`src/rtl/keypad_scanner.sv`:
```
// 4x4 matrix keypad scanner: column drive, row synchronizer, per-pass key
// classification, debounce FSM and single-cycle command pulses for the BCD entry register.
module keypad_scanner #(
    parameter int SCAN_DIV       = 1000,
    parameter int DEBOUNCE_SCANS = 4
) (
    input  logic       clk,
    input  logic       rst_n,
    input  logic [3:0] row,
    output logic [3:0] col,
    output logic [3:0] digit,
    output logic       load,
    output logic       bksp,
    output logic       clear,
    output logic [3:0] key_code,
    output logic       key_valid,
    output logic [1:0] state
);

    localparam int DW = $clog2(SCAN_DIV);
    localparam int CW = $clog2(DEBOUNCE_SCANS + 1);
    localparam logic [DW-1:0] DIV_LAST    = DW'(SCAN_DIV - 1);
    localparam logic [CW-1:0] CNT_DONE    = CW'(DEBOUNCE_SCANS);
    localparam logic [CW-1:0] CNT_ONE     = CW'(1);
    localparam bit            SINGLE_SCAN = (DEBOUNCE_SCANS == 1);

    typedef enum logic [1:0] {
        ST_IDLE     = 2'd0,
        ST_DEBOUNCE = 2'd1,
        ST_RELEASE  = 2'd2
    } state_t;

    logic [3:0]    row_meta;
    logic [3:0]    row_sync;
    logic [DW-1:0] div;
    logic [1:0]    col_idx;
    logic [1:0]    acc_cnt;
    logic [3:0]    acc_key;

    state_t        st;
    logic [CW-1:0] cnt;
    logic [3:0]    cand;

    logic          sample;
    logic          pass_end;
    logic [3:0]    row_low;
    logic [2:0]    col_hits;
    logic [1:0]    hit_row;
    logic [3:0]    col_key;
    logic [2:0]    total;
    logic [1:0]    pass_cnt;
    logic [3:0]    pass_key;
    logic          pass_empty;
    logic          pass_single;
    logic          accept;

    function automatic logic [3:0] key_map(input logic [1:0] r, input logic [1:0] c);
        logic [3:0] k;
        case ({r, c})
            4'h0: k = 4'd1;
            4'h1: k = 4'd2;
            4'h2: k = 4'd3;
            4'h3: k = 4'd10;
            4'h4: k = 4'd4;
            4'h5: k = 4'd5;
            4'h6: k = 4'd6;
            4'h7: k = 4'd11;
            4'h8: k = 4'd7;
            4'h9: k = 4'd8;
            4'hA: k = 4'd9;
            4'hB: k = 4'd12;
            4'hC: k = 4'd14;
            4'hD: k = 4'd0;
            4'hE: k = 4'd15;
            default: k = 4'd13;
        endcase
        return k;
    endfunction

    assign col      = ~(4'b0001 << col_idx);
    assign state    = st;
    assign sample   = (div == DIV_LAST);
    assign pass_end = sample && (col_idx == 2'd3);
    assign row_low  = ~row_sync;

    // Classify the current column sample, then fold it into the running pass result.
    always_comb begin
        col_hits = 3'd0;
        hit_row  = 2'd0;
        for (int r = 0; r < 4; r++) begin
            if (row_low[r]) begin
                col_hits = col_hits + 3'd1;
                hit_row  = 2'(r);
            end
        end
        col_key     = key_map(hit_row, col_idx);
        total       = {1'b0, acc_cnt} + col_hits;
        pass_cnt    = (total >= 3'd2) ? 2'd2 : total[1:0];
        pass_key    = (acc_cnt == 2'd0) ? col_key : acc_key;
        pass_empty  = (pass_cnt == 2'd0);
        pass_single = (pass_cnt == 2'd1);
    end

    always_comb begin
        accept = 1'b0;
        if (pass_end && pass_single) begin
            if (st == ST_IDLE && SINGLE_SCAN)
                accept = 1'b1;
            else if (st == ST_DEBOUNCE && pass_key == cand && (cnt + CNT_ONE) == CNT_DONE)
                accept = 1'b1;
        end
    end

    always_ff @(posedge clk) begin
        if (!rst_n) begin
            row_meta <= 4'hF;
            row_sync <= 4'hF;
            div      <= '0;
            col_idx  <= 2'd0;
            acc_cnt  <= 2'd0;
            acc_key  <= 4'd0;
        end else begin
            row_meta <= row;
            row_sync <= row_meta;
            if (sample) begin
                div     <= '0;
                col_idx <= col_idx + 2'd1;
                if (col_idx == 2'd3) begin
                    acc_cnt <= 2'd0;
                    acc_key <= 4'd0;
                end else begin
                    acc_cnt <= pass_cnt;
                    acc_key <= pass_key;
                end
            end else begin
                div <= div + 1'b1;
            end
        end
    end

    // Debounce FSM: acts only at pass boundaries; pulses default low every cycle.
    always_ff @(posedge clk) begin
        if (!rst_n) begin
            st        <= ST_IDLE;
            cnt       <= '0;
            cand      <= 4'd0;
            digit     <= 4'd0;
            key_code  <= 4'd0;
            load      <= 1'b0;
            bksp      <= 1'b0;
            clear     <= 1'b0;
            key_valid <= 1'b0;
        end else begin
            load      <= 1'b0;
            bksp      <= 1'b0;
            clear     <= 1'b0;
            key_valid <= 1'b0;

            if (accept) begin
                key_valid <= 1'b1;
                key_code  <= pass_key;
                if (pass_key <= 4'd9) begin
                    load  <= 1'b1;
                    digit <= pass_key;
                end
                bksp  <= (pass_key == 4'd10);
                clear <= (pass_key == 4'd12);
                st    <= ST_RELEASE;
                cnt   <= '0;
            end else if (pass_end) begin
                case (st)
                    ST_IDLE: begin
                        if (pass_single) begin
                            st   <= ST_DEBOUNCE;
                            cand <= pass_key;
                            cnt  <= CNT_ONE;
                        end else if (!pass_empty) begin
                            st  <= ST_RELEASE;
                            cnt <= '0;
                        end
                    end
                    ST_DEBOUNCE: begin
                        if (pass_single) begin
                            if (pass_key == cand) begin
                                cnt <= cnt + CNT_ONE;
                            end else begin
                                cand <= pass_key;
                                cnt  <= CNT_ONE;
                            end
                        end else if (pass_empty) begin
                            st  <= ST_IDLE;
                            cnt <= '0;
                        end else begin
                            st  <= ST_RELEASE;
                            cnt <= '0;
                        end
                    end
                    ST_RELEASE: begin
                        if (pass_empty) begin
                            if ((cnt + CNT_ONE) == CNT_DONE) begin
                                st  <= ST_IDLE;
                                cnt <= '0;
                            end else begin
                                cnt <= cnt + CNT_ONE;
                            end
                        end else begin
                            cnt <= '0;
                        end
                    end
                    default: begin
                        st  <= ST_IDLE;
                        cnt <= '0;
                    end
                endcase
            end
        end
    end

endmodule

```
`config.mk`:
```
export PLATFORM = sky130hd
export DESIGN_NAME = keypad_scanner
export DESIGN_NICKNAME = d
export VERILOG_FILES = /design/src/rtl/keypad_scanner.sv
export SDC_FILE = /design/constraint.sdc
export NUM_CORES = 1
export LEC_CHECK = 0
export BUFFER_PORTS_ARGS = -buffer_cell sky130_fd_sc_hd__buf_4
export CORE_ASPECT_RATIO = 0.8
export CORE_MARGIN = 8
export CORE_UTILIZATION = 58
export DETAILED_ROUTE_END_ITERATION = 16
export HOLD_SLACK_MARGIN = 0.08
export PLACE_DENSITY = 0.78
export SLEW_MARGIN = 5
export SYNTH_ARGS = -nofsm -noshare
export SYNTH_HDL_FRONTEND = slang
export SYNTH_SLANG_ARGS = --single-unit
```
`constraint.sdc`:
```
create_clock -name clk -period 4.6 [get_ports clk]
set_input_delay 0.46 -clock clk [delete_from_list [all_inputs] [get_ports clk]]
set_output_delay 0.46 -clock clk [all_outputs]
set_load 0.005 [all_outputs]
```
==> metrics.txt <==
Yosys warning total 0; standard cell area after detailed placement 0.00268 mm²; number of buffers added by the clock tree synthesis step 5; Via Count slightly below 2000; cell total after placement around 350; most common cell after layout, fill and taps aside sky130_fd_sc_hd__dfxtp_1; TritonCTS Sinks 47; Die Y-Extent 74.5 µm; dominant register cell in the synthesized netlist sky130_fd_sc_hd__dfxtp_1; layout net count approximately 320; number of synthesized register bits 47; Finished Layout Cells 360; worst max-slew margin expressed relative to the limit ~50%; CP max FO 10; kind of start point of the critical path register; Clock Skew just under 0.008 ns; delay contributed by the slowest stage of the critical path 0.56 ns; Final Critical Period ~3.7 ns; clock transition at the register clock pins on the worst setup and hold paths after CTS approximately 0.090 ns; EDFF count, synth 0; sequential area share after synthesis a little under two fifths; worst-skew pair later-pin latency 0.29 ns; Syn Nets a little over 300; global-route usage over all layers 16.3%; ports placed on the boundary 24; share of cells above drive strength 1 about 14%; Die X 89.1 µm; global placement routability congestion 0.870; initial cell density of the core 59.8%; CTS tree yes; Pins Over Slew Limit 0; dpl hpwl 3730 µm; iteration-0 DRC count of the detailed router 210; setup-violating endpoint count in the final report 0; share of the clock period used by the worst path after layout 80.6%; via count of the first global-routing pass around 1800; First-pass DRT Iterations 4; met2 usage in global routing about a quarter; global-route track usage on met1 23.1%; setup repair after global routing missed its margin false; number of antenna violations at the first check in global routing 0; DRC 0; Ant. Diodes 0; crit-path most repeated cell sky130_fd_sc_hd__ha_1; first-pass GRT wire length between 8000 and 9000 µm; setup TNS after final layout 0 ns; aggregate routed wire length roughly 5000 µm; Finished Cell Area between 0.002 and 0.003 mm²; GR Layer Usage met3 2.98%; pwr dens 258 mW/mm²; wire length per cell ~14 µm; # port buffers 23; combined area of all synthesized cells between 0.002 and 0.0025 mm²; Layout Area Growth over Synthesis 11.4%; root cell of the clock tree sky130_fd_sc_hd__clkbuf_8; endpoint arrival time on the critical path a little under 4 ns; Hold WS 0.345 ns; commonest cells after routing, fill and taps aside sky130_fd_sc_hd__dfxtp_1 (47), sky130_fd_sc_hd__nor2_1 (35), sky130_fd_sc_hd__buf_4 (24); category of the worst setup path capture point register; maximum buffer depth of the clock tree 2; pin count of the biggest net entering global routing 23; most crowded layer after global routing met2; maxcap violations 0; Resized Gates After CTS 0; highest-delay cell along the critical path sky130_fd_sc_hd__nor3_1; Antenna Nets Post-Route 0; Required @ worst endpoint 4.79 ns; core region area approximately 0.0042 mm²; overflow left after global routing 0; transition at the pin with the smallest max-transition slack around 0.74 ns; buffers inserted by post-CTS timing repair 0; Vias/cell ~5.5; final hold violations 0; Worst Setup Path Type reg2reg; quantity of hold-fixing buffers added after cts 0; peak ir drop on the vdd network around 0.00023 V; row count 21; leak pwr ~1.2 nW; floorplan die area ~0.0066 mm²; number of distinct library cell variants in the gate-level netlist after synthesis 55; mean instance size in the synthesized netlist around 8.8 µm²; Async S/R FF share, synth 0%; cell-by-cell trace of the critical path inv_1 > ha_1 > xnor2_1 > ha_1 > mux2_2 > fa_1 > xnor3_1 > nand2_1 > nor3_1 > nand4_1 > a211oi_1; level count of the clock H-tree 2; Worst Hold Class in2reg; post-synthesis cell count between 200 and 300; highest attainable clock frequency approximately 0.27 GHz; result of the run completed
## report_power, final
group | internal, mW | total [mW] | switching (mW)
combinational | 0.0228 | 0.0588 | 0.0360
sequential | 0.412 | 0.418 | 0.00574
clock | 0.104 | 0.236 | 0.132
## registers in the layout, summed over array words and instances, names as in the netlist, 2 cells and up
register and count:
acc_cnt 2, acc_key 4, cand 4, cnt 3, col_idx 2, digit 4, div 10, key_code 4
row_meta 4, row_sync 4, state 2
## final timing paths
kind / from / end / slack [ns] / depth (start not counted)
worst max-delay path: row_sync[1] / cnt[1] / 0.89 / 11
worst min-delay path: row[2] / row_meta[2] / 0.35 / 2
worst max register to register: row_sync[1] / cnt[1] / 0.89 / 11
worst min register to register: row_meta[3] / row_sync[3] / 0.41 / 1
## routing by layer
layer | vias up | part of all wire (%)
li1 | 1014 | -
met1 | 919 | 50
met2 | 49 | 44
met3 | 5 | 5.2
met4 | 0 | 0.67
met5 | - | 0
## critical path, delay by kind of cell, from the launching register on
kind,cells,cell delay [ns]
AO/OA/AOI/OAI,1,0.29
XOR/XNOR,2,0.64
adder cells (fa/ha/maj),3,0.97
buffers and inverters,1,0.09
flip-flops,1,0.41
multiplexers,1,0.27
AND/OR/NAND/NOR,3,0.94
## cells by family (layout without fill, tap and decap cells)
| kind of cell | after synthesis | count (layout) | share of synthesized area (%) |
|---|---|---|---|
| flops | 47 | 47 | 37.9 |
| mux | 11 | 11 | 4.49 |
| simple gates | 121 | 121 | 26.3 |
| compound gates | 47 | 47 | 12.9 |
| buf+inv | 26 | 46 | 4.33 |
| fa+ha+maj | 15 | 15 | 7.86 |
| xor+xnor | 16 | 16 | 6.20 |
## synth_stat cells, types with 2 or more instances
cell type,count,area share (%)
sky130_fd_sc_hd__a22oi_1,4,1.2
sky130_fd_sc_hd__a41oi_1,2,0.71
sky130_fd_sc_hd__nor3_1,8,1.6
sky130_fd_sc_hd__nand2_1,20,3.0
sky130_fd_sc_hd__xor2_1,5,1.8
sky130_fd_sc_hd__o31ai_1,2,0.60
sky130_fd_sc_hd__nor4_1,2,0.50
sky130_fd_sc_hd__clkbuf_1,5,0.76
sky130_fd_sc_hd__xnor2_1,10,3.5
sky130_fd_sc_hd__and2_1,2,0.50
sky130_fd_sc_hd__nor2b_1,5,1.3
sky130_fd_sc_hd__or3_1,4,1.0
sky130_fd_sc_hd__buf_2,5,1.0
sky130_fd_sc_hd__nand2b_1,13,3.3
sky130_fd_sc_hd__a31oi_1,2,0.50
sky130_fd_sc_hd__nor2_1,35,5.3
sky130_fd_sc_hd__inv_1,14,2.1
sky130_fd_sc_hd__nand3_1,7,1.4
sky130_fd_sc_hd__nand4_1,3,0.76
sky130_fd_sc_hd__and3_1,6,1.5
sky130_fd_sc_hd__ha_1,14,7.1
sky130_fd_sc_hd__and4b_1,2,0.81
sky130_fd_sc_hd__dfxtp_1,47,38
sky130_fd_sc_hd__o21ai_0,9,1.8
sky130_fd_sc_hd__mux2i_1,10,4.0
sky130_fd_sc_hd__o21a_1,2,0.60
sky130_fd_sc_hd__a21oi_1,11,2.2
sky130_fd_sc_hd__nor3b_1,2,0.60
sky130_fd_sc_hd__a211oi_1,5,1.5
sky130_fd_sc_hd__a211oi_2,2,1.0
## through the flow
| stage | utilization, % | power [mW] | worst slack (ns) |
|---|---|---|---|
| finish | 66.6 | 0.713 | 0.893 |
| floorplan | - | 0.469 | 1.18 |
| global placement | 64.6 | 0.484 | 1.01 |
| global route | 66.6 | 0.741 | 0.600 |
| CTS | 66.6 | 0.714 | 0.890 |
| detailed placement | 64.6 | 0.485 | 0.934 |
## area by class of cell
cell class / count / area (µm²)
Clock inverter: 2 / 13.8
Inverter: 15 / 56.3
Fill cell: 379 / 1390
Tap cell: 57 / 71.3
Timing Repair Buffer: 24 / 180
Sequential cell: 47 / 941
Multi-Input combinational cell: 210 / 1430
Clock buffer: 5 / 68.8
No activity file was read; power rests on OpenSTA's default activity.
